## src/rtl/pong_game_ctrl.sv

```systemverilog
// Game-level sequencer for the pong graphics path: serve/play/game-over state,
// lives, BCD score, ball-motion gating and frame-synchronous ball speed.
module pong_game_ctrl #(
    parameter int LIVES         = 3,
    parameter int NEWBALL_TICKS = 120,
    parameter int OVER_TICKS    = 180
) (
    input  logic        clk,
    input  logic        reset,
    input  logic        refr_tick,
    input  logic        btn_start,
    input  logic        hit,
    input  logic        miss,
    input  logic        adc_drdy,
    input  logic [11:0] adc_data,
    output logic [7:0]  speed,
    output logic        ball_still,
    output logic        game_over,
    output logic [1:0]  state,
    output logic [1:0]  lives,
    output logic [3:0]  score_hi,
    output logic [3:0]  score_lo
);

    typedef enum logic [1:0] {
        ST_IDLE    = 2'b00,
        ST_NEWBALL = 2'b01,
        ST_PLAY    = 2'b10,
        ST_OVER    = 2'b11
    } state_t;

    localparam logic [7:0] NEWBALL_LAST = 8'(NEWBALL_TICKS - 1);
    localparam logic [7:0] OVER_LAST    = 8'(OVER_TICKS - 1);
    localparam logic [1:0] LIVES_INIT   = 2'(LIVES);

    state_t      state_q;
    logic [7:0]  timer_q;
    logic [1:0]  lives_q;
    logic [3:0]  score_hi_q;
    logic [3:0]  score_lo_q;
    logic [3:0]  score_hi_d;
    logic [3:0]  score_lo_d;
    logic [2:0]  pending_q;
    logic [7:0]  speed_q;
    logic        btn_prev_q;
    logic        ball_still_q;
    logic        game_over_q;

    logic        start_edge;
    logic [7:0]  timer_last;
    logic        timer_done;

    // Only the top three ADC bits select the speed step.
    logic        unused_adc_bits;
    assign unused_adc_bits = ^adc_data[8:0];

    assign start_edge = btn_start & ~btn_prev_q;
    assign timer_last = (state_q == ST_OVER) ? OVER_LAST : NEWBALL_LAST;
    assign timer_done = refr_tick && (timer_q == timer_last);

    // BCD increment with 99 -> 00 wrap.
    always_comb begin
        score_hi_d = score_hi_q;
        score_lo_d = score_lo_q + 4'd1;
        if (score_lo_q == 4'd9) begin
            score_lo_d = 4'd0;
            score_hi_d = (score_hi_q == 4'd9) ? 4'd0 : score_hi_q + 4'd1;
        end
    end

    always_ff @(posedge clk or posedge reset) begin
        if (reset) begin
            state_q      <= ST_IDLE;
            timer_q      <= 8'd0;
            lives_q      <= LIVES_INIT;
            score_hi_q   <= 4'd0;
            score_lo_q   <= 4'd0;
            pending_q    <= 3'd0;
            speed_q      <= 8'd1;
            btn_prev_q   <= 1'b0;
            ball_still_q <= 1'b1;
            game_over_q  <= 1'b0;
        end else begin
            btn_prev_q <= btn_start;

            // Speed only moves at frame boundaries; a sample arriving on the
            // same cycle as refr_tick is picked up at the following frame.
            if (adc_drdy) begin
                pending_q <= adc_data[11:9];
            end
            if (refr_tick) begin
                speed_q <= {5'b0, pending_q} + 8'd1;
                timer_q <= timer_q + 8'd1;
            end

            case (state_q)
                ST_IDLE: begin
                    if (start_edge) begin
                        lives_q      <= LIVES_INIT;
                        score_hi_q   <= 4'd0;
                        score_lo_q   <= 4'd0;
                        state_q      <= ST_NEWBALL;
                        timer_q      <= 8'd0;
                        ball_still_q <= 1'b1;
                        game_over_q  <= 1'b0;
                    end
                end
                ST_NEWBALL: begin
                    if (timer_done) begin
                        state_q      <= ST_PLAY;
                        timer_q      <= 8'd0;
                        ball_still_q <= 1'b0;
                    end
                end
                ST_PLAY: begin
                    // A miss takes priority and swallows a coincident hit.
                    if (miss) begin
                        timer_q      <= 8'd0;
                        ball_still_q <= 1'b1;
                        if (lives_q > 2'd1) begin
                            lives_q <= lives_q - 2'd1;
                            state_q <= ST_NEWBALL;
                        end else begin
                            lives_q     <= 2'd0;
                            state_q     <= ST_OVER;
                            game_over_q <= 1'b1;
                        end
                    end else if (hit) begin
                        score_hi_q <= score_hi_d;
                        score_lo_q <= score_lo_d;
                    end
                end
                ST_OVER: begin
                    if (timer_done) begin
                        state_q      <= ST_IDLE;
                        timer_q      <= 8'd0;
                        ball_still_q <= 1'b1;
                        game_over_q  <= 1'b0;
                    end
                end
                default: begin
                    state_q <= ST_IDLE;
                end
            endcase
        end
    end

    assign state      = state_q;
    assign lives      = lives_q;
    assign score_hi   = score_hi_q;
    assign score_lo   = score_lo_q;
    assign speed      = speed_q;
    assign ball_still = ball_still_q;
    assign game_over  = game_over_q;

endmodule

```

## config.mk

```make
export PLATFORM = sky130hd
export DESIGN_NAME = pong_game_ctrl
export DESIGN_NICKNAME = d
export VERILOG_FILES = /design/src/rtl/pong_game_ctrl.sv
export SDC_FILE = /design/constraint.sdc
export NUM_CORES = 1
export LEC_CHECK = 0
export ABC_AREA = 1
export CORE_MARGIN = 2
export CORE_UTILIZATION = 44
export DETAILED_ROUTE_END_ITERATION = 8
export GPL_ROUTABILITY_DRIVEN = 0
export MAX_ROUTING_LAYER = met4
export PLACE_DENSITY = 0.77
export SLEW_MARGIN = 20
export SYNTH_ARGS = -nofsm -noshare
export SYNTH_HDL_FRONTEND = slang
export SYNTH_SLANG_ARGS = --single-unit
export TNS_END_PERCENT = 30
```

## constraint.sdc

```tcl
create_clock -name clk -period 1.45 [get_ports clk]
set_clock_uncertainty 0.05 [all_clocks]
set_input_delay 0.145 -clock clk [delete_from_list [all_inputs] [get_ports clk]]
set_output_delay 0.145 -clock clk [all_outputs]
set_load 0.01 [all_outputs]
```

# Word-level counts from Yosys, hierarchy flattened
# Index checks and enable logic that the tools add are counted.
[totals] ff_bits=34 latch_bits=0 ram_bits=0 mem_bits_ro=0 out_inout_bits=22 n_memories=0
[op_classes] addsub=5 n_mul=0 div_mod_pow=0 magnitude_cmp=1 n_eq_ne=14 shifts=0 muxes=35 n_bitwise=2 reduce_logical=10
[op_table] op="two-way mux 8 bit" n=5
[op_table] op="two-way mux 4 bit" n=8
[op_table] op="one-hot mux 8 bit (3 select lines)" n=1
[op_table] op="two-way mux 2 bit" n=8
[op_table] op="inequality test 2 bit (second input constant)" n=8
[op_table] op="one-hot mux 4 bit (2 select lines)" n=2
[op_table] op="AND reduction 5 bit" n=2
[op_table] op="adder 4 x 1 -> 4 bit (second input constant)" n=2
[op_table] op="adder 8 x 1 -> 8 bit (second input constant)" n=1
[op_table] op="equality test 4 bit (second input constant)" n=2
[op_table] op="equality test 8 bit" n=1
[op_table] op="one-hot mux 2 bit (4 select lines)" n=1
[op_table] op="AND reduction 4 bit" n=2
[op_table] op="two-way mux 1 bit" n=7
[op_table] op="adder 3 x 1 -> 4 bit (second input constant)" n=1
[op_table] op="equality test 2 bit (second input constant)" n=2
[op_table] op="one-hot mux 1 bit (4 select lines)" n=1
[op_table] op="one-hot mux 2 bit (2 select lines)" n=1
[op_table] op="one-hot mux 1 bit (3 select lines)" n=1
[op_table] op="AND reduction 3 bit" n=1
[op_table] op="nonzero test 3 bit" n=1
[op_table] op="equality test 2 x 1 -> 1 bit (second input constant)" n=1
[op_table] op="> comparator 2 x 1 -> 1 bit (second input constant)" n=1
[op_table] op="zero test 2 bit" n=1
[op_table] op="6 further kinds" n=6

# Logic depth before layout (Yosys ltp)
# Gate-level depths: netlist (run 1).
[logic_depth] ltp_word=6 depth_mapped=10

# Least setup slack after synthesis (run 1)
# OpenSTA, ideal clock, no wires.
[synth_path] path_kind="flip-flop to flip-flop" startpoint="register state_q[0] (netlist: state[0])" endpoint="register score_hi_q[0] (netlist: score_hi[0])" setup_ns=0.120 arrival_time_ns=1.498 path_slack_ns=-0.218 stages_incl_launch_ff=10 path_buffers=1 synth_period_minus_slack_ns=1.668 cell_sequence="dfrtp_1 -> inv_1 -> ha_1 -> buf_4 -> inv_2 -> or2_4 -> nand2_4 -> nand2_4 -> o21ai_0 -> nand2_1"
[synth_between] elab_chain_cells=3 word_cells_on_any_way=9
[synth_lines] element="from (decl)" line="36" text="state_t state_q;"
[synth_lines] element="from (signal assigned)" line="73" text="state_q <= ST_IDLE;"
[synth_lines] element="from (signal assigned)" line="102" text="state_q <= ST_NEWBALL;"
[synth_lines] element="from (signal assigned)" line="110" text="state_q <= ST_PLAY;"
[synth_lines] element="equality test 2 bit / zero test 2 bit (equally long branches)" line="96" text="case (state_q)"
[synth_lines] element="inequality test 2 bit (no source line) / nonzero test 2 bit (equally long branches)"
[synth_lines] element="AND reduction 5 bit (no source line)"
[synth_lines] element="to (signal assigned)" line="129" text="score_hi_q <= score_hi_d;"
[synth_lines] element="to (decl)" line="39" text="logic [3:0] score_hi_q;"
# Parallel ways exist; a longest one is shown, timed or not.
# A chain may end at the register's enable or synchronous reset.

# Worst setup path after layout (run 1)
[layout_path] startpoint="register state_q[0] (netlist: state[0])" endpoint="register score_hi_q[3] (netlist: score_hi[3])"
# Same word-level chain as after synthesis.

==> results.toml, run 1 <==
[yosys]
syn_area_per_cell_sq_um = 8.78
ys_top_cells_by_area = "dfrtp_1 (39%), nand2_1 (8.8%), ha_1 (8.3%)"
post-synth-top-area-fraction_pct = 39.2
ys_warn_count = 0
synth_top_cell_by_area = "dfrtp_1"
ys_ff_latch = 30
synth_cells = 189
netlist_area_sq_mm = 0.00166
synth.distinct_cells = 28
ys_seq_area_share_pct = 45.6

[critical_path]
crit_required_ps = 1610
arrival_ps = 1740
worst_path_largest_cell_delay_ps = 450
path_cells = "inv_4 -> ha_4 -> inv_4 -> or2_4 -> nand2_4 -> nand2_8 -> nor2_8 -> nand3_2 -> o21ai_1"
crit_family = "simple AND/OR/NAND/NOR gates"
crit_type = "flip-flop to flip-flop"
slowest_stage = "dfrtp_2"
worst_path_most_repeated_cell = "inv_4"
crit_path_end_kind = "flip-flop"
cp-start-kind = "flip-flop"
cp.buffers_inverters = 2
crit_path_max_fanout = 7

[routing]
wl_microns = 3220
drc = 0
drtPass1Iterations = 4
wl_per_cell_microns = 10.8
drt-vias-per-instance = 4.58
dr.first_iter.drc_count = 49
dr_total_vias = 1359
postRouteAntennaNets = 0

[timing]
post-route-min-period_ps = 1580
maxSlewViolCount = 0
finalCritPeriodShare_pct = 109
hold_violations = 0
holdWs_ps = 138
fmax_ghz = 0.632
rsz0062_at_grt = "yes"
timing.final.ws_setup_ps = -131
tns_ps = -1360
setup_violations = 21

[grt]
antenna_found_initial = 0
grt_usage_pct = 17.6
grt_remaining_overflow = 0
grt_pass1_wl_microns = 5550
grt_pass1_vias = 1264
grt_max_degree = 31

[power]
power_density_mw_per_mm2 = 1670
leakage_uw = 0.00116
ir_worst_vdd_v = 0.000988

[die]
die_w_microns = 65.4
die_h_microns = 65.4
start_util_pct = 45.7
coreArea_sq_mm = 0.00363
rows = 22
die_area_sq_mm = 0.00428
io_pins = 41

[layout]
nets = 278
final_common_cell = "nand2_1"
final_layout_size_suffix_gt1_share_pct = 24.9
antenna_cells = 0
final_util_pct = 64.8
layout_common_cells = "nand2_1 (37), buf_4 (25), nor2_1 (24), dfrtp_1 (24), inv_1 (16)"
areaGrowthSynthToFinish_pct = 41.9

[clock_tree]
ctsRootBufferMaster = "clkbuf_8"
worstSkewPairLatency_ps = 280
clock-sinks = 30
clkTransAtPathRegs_ps = 70
cts_max_level = 2
cts_buffer_depth = 2
cts_buffers = 5
cts_tree = "done"

[placed_design]
dpl_worst_slack_ps = -202
io_buffers = 27
dp_hpwl_microns = 2330

[run_status]
violations = "setup timing"
status = "finished, violations left"

[run]
cap_violations = 0

[min_path]
hold_path_class = "primary input to async pin"
[state kept, by name (all words and copies together) (netlist names)]
signal	flops
timer_q	8
speed	4
score_lo	4
state	2
game_over	1
btn_prev_q	1
lives	2
pending_q	3
ball_still	1
score_hi	4
[report_power, final]
group | internal [uW] | total (uW) | switching (uW) | leakage, uW
Clock | 560 | 874 | 314 | 0.0000585
Combinational | 895 | 1860 | 961 | 0.000718
Sequential | 1060 | 1210 | 144 | 0.000381
Total | 2520 | 3940 | 1420 | 0.00116
[cell families (layout without fill, tap and decap cells)]
logic type,after synthesis,after routing,share of synthesized area [%]
simple gates,89,90,24.4
flops,30,30,45.6
buf+inv,25,81,6.86
compound gates,18,18,6.18
fa+ha+maj,11,11,8.30
xor+xnor,11,11,5.81
mux,4,4,2.64
other cells,1,4,0.226
[synth_stat cells (all sizes together)]
master / n
a21oi: 4
a32o: 1
buf: 6
conb: 1
dfrtp: 26
dfstp: 4
ha: 11
inv: 19
mux2: 3
mux2i: 1
nand2: 41
nand3: 14
nand3b: 1
nor2: 27
nor3: 1
nor3b: 2
o21ai: 11
o22ai: 1
o31ai: 1
or2: 3
xnor2: 4
xor2: 7
[worst reg2reg max path, delay by kind of cell, from the launching register on]
| family | cells | cell delay [ps] |
|---|---|---|
| and+or+nand+nor | 5 | 640 |
| buffers and inverters | 2 | 130 |
| DFF | 1 | 450 |
| AOI/OAI and AO/OA | 1 | 70 |
| adders and majority gates | 1 | 170 |
[what timing repair did]
action | 4_1_cts | 5_1_grt
setup endpoints to repair | 35 | 23
hold endpoints to repair | 0 | 0
resized for setup | 17 | 9
pin swaps | 0 | 4
setup buffers | 1 | 0
hold buffers | 0 | 0
gates cloned | 1 | 0
[cell type report]
cell class,count,area (sq um)
Multi-Input combinational cell,138,867
Clock buffer,7,86.3
Sequential cell,30,758
Timing Repair Buffer,54,475
Clock inverter,1,30.0
Fill cell,320,1280
Inverter,19,76.3
Tap cell,48,60.1
[worst paths after layout]
check | from | to | slack [ps] | cells past startpoint
setup / recovery | state[0]$_DFFE_PP0P_ | score_hi[3]$_DFFE_PP0P_ | -130 | 9
hold / removal | reset | timer_q[3]$_DFF_PP0_ | 140 | 3
setup reg to reg | state[0]$_DFFE_PP0P_ | score_hi[3]$_DFFE_PP0P_ | -130 | 9
hold reg to reg | ball_still$_DFFE_PP1P_ | ball_still$_DFFE_PP1P_ | 420 | 2
max in group asynchronous | reset | speed[0]$_DFFE_PP1P_ | 970 | 3
min in group clk | btn_start | btn_prev_q$_DFF_PP0_ | 290 | 1
[per-stage QoR]
stage	instances	area [sq um]	total power (uW)
2_1_floorplan	192	1710	2210
3_3_place_gp	287	2200	3000
3_5_place_dp	287	2200	3030
4_1_cts	297	2330	3910
5_1_grt	297	2350	4260
6_report	297	2350	3940
[routing by layer]
metal  vias to the layer above  global-route usage (%)  part of all wire (%)  routed length, microns
met2                        27                    28.7                    48                    1550
met1                       614                    20.9                    46                    1490
met5                         -                       -                     0                       0
met4                         0                    7.03                   1.8                      58
li1                        713                       -                     -                       -
met3                         5                    4.62                   3.6                     117
No activity file was read; power rests on OpenSTA's default activity.
==> inputs of run 2 (changes only) <==
--- a/config.mk
+++ b/config.mk
@@ -12,7 +12,7 @@
 export GPL_ROUTABILITY_DRIVEN = 0
 export MAX_ROUTING_LAYER = met4
 export PLACE_DENSITY = 0.77
-export SLEW_MARGIN = 20
+export SLEW_MARGIN = 15
 export SYNTH_ARGS = -nofsm -noshare
 export SYNTH_HDL_FRONTEND = slang
 export SYNTH_SLANG_ARGS = --single-unit
==> results of run 2 <==
No change in the layout: final DEF, timing and power equal those of run 1.
